**config.mk**
```make
export PLATFORM = sky130hd
export DESIGN_NAME = gpio_ctrl
export DESIGN_NICKNAME = d
export VERILOG_FILES = /design/src/rtl/gpio_ctrl.sv
export SDC_FILE = /design/constraint.sdc
export NUM_CORES = 1
export LEC_CHECK = 0
export ABC_AREA = 1
export BUFFER_PORTS_ARGS = -buffer_cell sky130_fd_sc_hd__buf_2
export CAP_MARGIN = 0
export CORE_ASPECT_RATIO = 1.4
export CORE_MARGIN = 5
export CORE_UTILIZATION = 50
export DETAILED_ROUTE_END_ITERATION = 10
export GPL_TIMING_DRIVEN = 0
export HOLD_SLACK_MARGIN = 0.06
export PLACE_DENSITY_LB_ADDON = 0.12
export SYNTH_ARGS = -nofsm -noshare
export SYNTH_HDL_FRONTEND = slang
export SYNTH_SLANG_ARGS = --single-unit
```
**constraint.sdc**
```tcl
create_clock -name clk -period 1.8 [get_ports clk]
set_input_delay 0.18 -clock clk [delete_from_list [all_inputs] [get_ports clk]]
set_output_delay 0.18 -clock clk [all_outputs]
set_load 0.03 [all_outputs]
```
**src/rtl/gpio_ctrl.sv**
```systemverilog
// GPIO controller: direction/output/mask registers, synchronized inputs and
// edge-triggered interrupts. Define GPIO_DEBOUNCE_EN to add per-pin debounce filters.
module gpio_ctrl #(
  parameter int         PIN       = 8,
  parameter logic [6:0] BASE      = 7'h78,
  parameter int         DB_CYCLES = 4
) (
  input  logic            clk,
  input  logic            rst,
  input  logic [6:0]      addr,
  input  logic            wen,
  input  logic [31:0]     wdata,
  output logic [31:0]     rdata,
  input  logic [PIN-1:0]  gpio_in,
  output logic [PIN-1:0]  gpio_out,
  output logic [PIN-1:0]  gpio_oe,
  output logic            irq
);

  localparam logic [2:0] OFF_DIR  = 3'd0;
  localparam logic [2:0] OFF_OUT  = 3'd1;
  localparam logic [2:0] OFF_MASK = 3'd2;
  localparam logic [2:0] OFF_IN   = 3'd3;
  localparam logic [2:0] OFF_IE   = 3'd4;
  localparam logic [2:0] OFF_EDGE = 3'd5;
  localparam logic [2:0] OFF_ISR  = 3'd6;
  localparam logic [2:0] OFF_TGL  = 3'd7;

  logic [PIN-1:0] dir_q, dir_d, out_q, out_d, mask_q, mask_d;
  logic [PIN-1:0] ie_q, ie_d, edge_q, edge_d, isr_q, isr_d;
  logic [PIN-1:0] sync1_q, sync2_q, p_q, f;
  logic [PIN-1:0] wd, rise, fall, isr_set, w1c;
  logic [1:0]     wu_q;
  logic [7:0]     diff;
  logic [2:0]     off;
  logic           hit, we;
  logic           unused_wdata;

  // 8-bit difference so addresses below BASE wrap into the upper bits and miss
  assign diff = {1'b0, addr} - {1'b0, BASE};
  assign hit  = (diff[7:3] == 5'd0);
  assign off  = diff[2:0];
  assign we   = wen & hit;
  assign wd   = wdata[PIN-1:0];
  assign unused_wdata = ^wdata;

`ifdef GPIO_DEBOUNCE_EN
  logic [PIN-1:0][7:0] dbc_q;
  logic [PIN-1:0]      f_q;

  always_ff @(posedge clk) begin
    if (rst) begin
      dbc_q <= '0;
      f_q   <= '0;
    end else begin
      for (int i = 0; i < PIN; i++) begin
        if (sync2_q[i] != f_q[i]) begin
          if (dbc_q[i] == 8'(DB_CYCLES - 1)) begin
            f_q[i]   <= sync2_q[i];
            dbc_q[i] <= '0;
          end else begin
            dbc_q[i] <= dbc_q[i] + 8'd1;
          end
        end else begin
          dbc_q[i] <= '0;
        end
      end
    end
  end

  assign f = f_q;
`else
  assign f = sync2_q;
`endif

  assign rise = f & ~p_q;
  assign fall = ~f & p_q;

  always_comb begin
    dir_d  = dir_q;
    out_d  = out_q;
    mask_d = mask_q;
    ie_d   = ie_q;
    edge_d = edge_q;
    w1c    = '0;
    if (we) begin
      case (off)
        OFF_DIR:  dir_d  = wd;
        OFF_OUT:  out_d  = wd;
        OFF_MASK: mask_d = wd;
        OFF_IE:   ie_d   = wd;
        OFF_EDGE: edge_d = wd;
        OFF_ISR:  w1c    = wd;
        OFF_TGL:  out_d  = out_q ^ wd;
        default:  ;
      endcase
    end
    // Warm-up gates detection; a fresh edge wins over a same-cycle clear
    isr_set = '0;
    if (wu_q == 2'd0)
      isr_set = ~dir_q & ((edge_q & rise) | (~edge_q & fall));
    isr_d = (isr_q & ~w1c) | isr_set;
  end

  always_ff @(posedge clk) begin
    if (rst) begin
      dir_q   <= '0;
      out_q   <= '0;
      mask_q  <= '0;
      ie_q    <= '0;
      edge_q  <= '0;
      isr_q   <= '0;
      sync1_q <= '0;
      sync2_q <= '0;
      p_q     <= '0;
      wu_q    <= 2'd3;
    end else begin
      dir_q   <= dir_d;
      out_q   <= out_d;
      mask_q  <= mask_d;
      ie_q    <= ie_d;
      edge_q  <= edge_d;
      isr_q   <= isr_d;
      sync1_q <= gpio_in;
      sync2_q <= sync1_q;
      p_q     <= f;
      if (wu_q != 2'd0) wu_q <= wu_q - 2'd1;
    end
  end

  always_comb begin
    rdata = '0;
    if (hit) begin
      case (off)
        OFF_DIR:  rdata[PIN-1:0] = dir_q;
        OFF_OUT:  rdata[PIN-1:0] = out_q;
        OFF_MASK: rdata[PIN-1:0] = mask_q;
        OFF_IN:   rdata[PIN-1:0] = sync2_q;
        OFF_IE:   rdata[PIN-1:0] = ie_q;
        OFF_EDGE: rdata[PIN-1:0] = edge_q;
        OFF_ISR:  rdata[PIN-1:0] = isr_q;
        default:  ;
      endcase
    end
  end

  assign gpio_out = out_q & mask_q & dir_q;
  assign gpio_oe  = dir_q;
  assign irq      = |(isr_q & ie_q);

endmodule

```
Word level (Yosys, flattened, before mapping)
Index checks and enable logic that the tools add are counted.
W data, S select, Z words.
- flip-flop bits (word level): 74
- output and inout bits: 49
- logic and storage cells: 54
- add/sub/neg operators: 2
- eq/ne operators: 7
- multiplexer cells: 6
- bitwise gates (word level): 18
- reductions and logical operators: 11
- operators with widths (cell ; count):
    $and A8 B8 Y8 ; 9
    $pmux W8 S7 ; 1
    $not A8 Y8 ; 5
    $mux W8 ; 4
    $or A8 B8 Y8 ; 2
    $pmux W8 S2 ; 1
    $eq A3 B3 Y1 const B ; 4
    $reduce_and A2 Y1 ; 5
    $reduce_or A8 Y1 ; 1
    $sub A7 B7 Y8 const B ; 1
    $xor A8 B8 Y8 ; 1
    $eq A3 B2 Y1 const B ; 2
    $logic_not A5 Y1 ; 1
    $reduce_bool A2 Y1 ; 2
    $eq A3 B1 Y1 const B ; 1
    $logic_not A3 Y1 ; 1
    $logic_not A2 Y1 ; 1
    $sub A2 B1 Y2 const B ; 1
    $and A1 B1 Y1 ; 1

Longest topological paths before layout
- depth in word-level cells: 7
- gate-level depth with buffers: 9
- depth with buffers taken out: 8

Worst setup path after synthesis
Ideal clock, no wire load.
- path kind: input-to-output
- from: input addr[2]
- to: output rdata[2]
- arrival time: 1405 ps
- data required time: 1620 ps
- path slack: 215 ps
- cell stages on the path: 7
- buffers on the path: 2
- cell sequence: buf_2 inv_2 buf_2 nand3_1 o21ai_0 nor2_1 a21oi_1
- cells in the longest elaborated chain, start to end: 4
- ends and longest elaborated chain (what ; line ; text):
    start, declared ; 10 ; input logic [6:0] addr,
    $sub A7 B7 Y8 * ; 40 ; assign diff = {1'b0, addr} - {1'b0, BASE};
    $eq A3 B3 Y1, or another cell as far along ; 134 ; case (off)
    $pmux W8 S7 ; 134 ;
    $mux W8 * ; 133 ; if (hit) begin
    end, declared ; 13 ; output logic [31:0] rdata,
Every way passes the cells marked *; elsewhere a longest branch is shown, timed or not.

Worst setup path in the final report
Same ends and word-level chain as after synthesis.

==> results_dict.tcl <==
set metrics [dict create \
    status "finished clean" \
    clkLatencyLatePin_ns 0.36 \
    grt_pass1_wl_um 19300 \
    period_share_pct 94.3 \
    dieArea_mm2 0.00957 \
    crit_path_max_incr_delay_ns 0.46 \
    cts_tree "built" \
    worst_pin_slew_ns 0.665 \
    track_usage_pct 25.8 \
    cp.arrival_ns 1.52 \
    clock.fmax_ghz 0.589 \
    n_fill_cell 737 \
    crit_family "buffers and inverters" \
    critical_path_class "in2out" \
    antenna_found_initial 0 \
    design_area_mm2 0.00456 \
    ir_drop_mv 0.658 \
    tns_ns 0 \
    fin_nets 723 \
    postPlaceCellArea_mm2 0.00425 \
    drtIter0Drc 300 \
    cts.sinks 74 \
    setup_viol_count_final 0 \
    power_density_mw_per_mm2 764 \
    drc 0 \
    yosysWarningCount 0 \
    seq_area_frac_synth_pct 38.5 \
    postSynthCellCount 591 \
    ant_nets 0 \
    root_buffer "clkbuf_8" \
    die_w_um 84.1 \
    final_util_pct 61.2 \
    wl_um 12100 \
    num_antenna_cells 0 \
    syn_area_mm2 0.00385 \
    slew_viol_final 0 \
    clkTransAtPathRegs_ns 0.08 \
    crit_buf_inv 3 \
    die_h_um 114 \
    area_delta_synth_final_pct 18.5 \
    drive_above_1_share_pct 17.0 \
    hold_class "in2reg" \
    num_vias 4016 \
    grt_pass1_vias 3716 \
    fin_worst_skew_ns 0.00474 \
    syn-mean-instance-area_um2 6.51 \
    dp_hpwl_um 8730 \
    cp_cell_sequence "buf_2, clkbuf_1, nand3_1, nand2_1, nor2_1, a21oi_1, buf_2" \
    gp_congestion 0.950 \
    critPathLaunchType "input port" \
    routedWlPerCell_um 15.6 \
    rows 37 \
    slew_headroom_pct 55.7 \
    cts_buffers 9 \
    power_leakage_uw 0.00207 \
    grt_overflow_total 0 \
    drt_pass1_iterations 6 \
    core_area_mm2 0.00745 \
    hold_viol_final 0 \
    period_minus_slack_ns 1.70 \
    start_util_pct 51.6 \
    synth.distinct_cells 23 \
    dpl.cell_count 750 \
    endpoint_kind "primary output" \
    cp_max_fo 10 \
    crit_top_cell "buf_2" \
    required_ns 1.62 \
    io_pins 99 \
    viasPerCell 5.19 \
    critPathSlowestCell "clkbuf_1" \
    cts_buffer_depth 2 \
    synth-seq-cells 74 \
    stdcell_count 774 \
    port_buffers 39 \
    drv_cap 0 \
    grt_start_max_net_pins 15 \
    h-tree-depth 3 \
]
-- report_power, final --
part           total, uW  internal (uW)  switching, uW
combinational        421            127            294
sequential          1690           1670           16.7
clock               1370            692            681
-- cell usage after synthesis --
| library cell | n | share of area [%] |
|---|---|---|
| inv_2 | 10 | 0.98 |
| nor2_1 | 122 | 12 |
| nand4_1 | 26 | 4.2 |
| nand2_1 | 107 | 10 |
| buf_2 | 5 | 0.65 |
| conb_1 | 1 | 0.097 |
| nand3_1 | 20 | 2.6 |
| or2_2 | 1 | 0.16 |
| nor2_4 | 4 | 1.2 |
| nor2_2 | 3 | 0.49 |
| nand3b_1 | 4 | 0.78 |
| a21oi_1 | 34 | 4.4 |
| inv_1 | 60 | 5.9 |
| o21ai_0 | 39 | 5.1 |
| buf_6 | 1 | 0.29 |
| clkbuf_1 | 21 | 2.0 |
| ha_1 | 1 | 0.33 |
| buf_4 | 26 | 5.1 |
| o21ai_1 | 24 | 3.1 |
| dfxtp_1 | 74 | 39 |
| nand2_2 | 2 | 0.33 |
| nand3_4 | 2 | 0.91 |
| nor3_1 | 4 | 0.52 |
-- cell type report --
cell class	instances	area (um2)	area share, %
Inverter	70	263	5.76
Clock inverter	6	73.8	1.62
Multi-Input combinational cell	417	1890	41.5
Sequential cell	74	1480	32.5
Clock buffer	10	138	3.02
Buffer	53	317	6.94
Tap cell	97	121	2.66
Timing Repair Buffer	47	275	6.04
-- metal layers --
| layer | vias up | routed length, um | global-route usage, % |
|---|---|---|---|
| li1 | 1989 | - | - |
| met1 | 1813 | 4840 | 31.7 |
| met2 | 180 | 5870 | 43.7 |
| met3 | 34 | 878 | 4.34 |
| met4 | 0 | 500 | 12.7 |
| met5 | - | 0 | 0 |
-- cells in the final DEF (no fill, tap or decap), types with 3 or more instances in the layout --
cell type and instances:
nand4_1 26, clkinv_4 4, nor3_1 4, dlygate4sd3_1 8
nand3_1 18, inv_1 60, a21oi_1 34, o21ai_1 25
buf_4 26, nor2_1 121, o21ai_0 38, dfxtp_1 74
nand2_1 107, nor2_2 4, nor2_4 4, nand3b_1 4
clkbuf_1 18, conb_1 24, inv_2 10, clkbuf_2 3
buf_2 43, clkbuf_8 10
-- registers in the layout (all words and copies together) (netlist names) --
| name | cells |
|---|---|
| wu_q | 2 |
| p_q | 8 |
| isr_q | 8 |
| gpio_oe | 8 |
| ie_q | 8 |
| edge_q | 8 |
| mask_q | 8 |
| sync1_q | 8 |
| f | 8 |
| out_q | 8 |
-- cells by family after synthesis --
group	Yosys count	synth area share (%)
compound gates	97	12.6
fa+ha+maj	1	0.325
buf+inv	123	14.9
flops	74	38.5
other cells	1	0.0975
simple gates	295	33.5
-- worst paths after layout --
check	start	endpoint	slack, ns	cells past startpoint
setup reg to reg	wu_q[0]	isr_q[4]	0.46	6
hold reg to reg	sync1_q[7]	f[7]	0.41	2
setup / recovery	addr[2]	rdata[2]	0.10	7
hold / removal	rst	wu_q[1]	0.20	3
-- metrics by stage --
step	hold WS [ns]	power (uW)	worst slack (ns)
floorplan	0.287	2020	0.215
global placement	0.380	2110	0.0343
detailed placement	0.389	2120	0.0616
CTS	0.194	3490	0.0481
global route	0.263	3630	-0.00358
finish	0.203	3480	0.103
-- worst reg2reg max path: stages, from the launching register on --
cell and delay, ns:
dfxtp_1 0.35, inv_1 0.05, ha_1 0.23, inv_1 0.32, nor2_1 0.08, nand3b_1 0.11, a21oi_1 0.07
-- what timing repair did --
action | CTS | global route
hold endpoints to repair | 8 | 0
gates resized for setup | 0 | 11
setup buffers | 0 | 0
hold buffers | 8 | 0
setup endpoints to repair | 0 | 7
(Power assumes the default switching activity.)
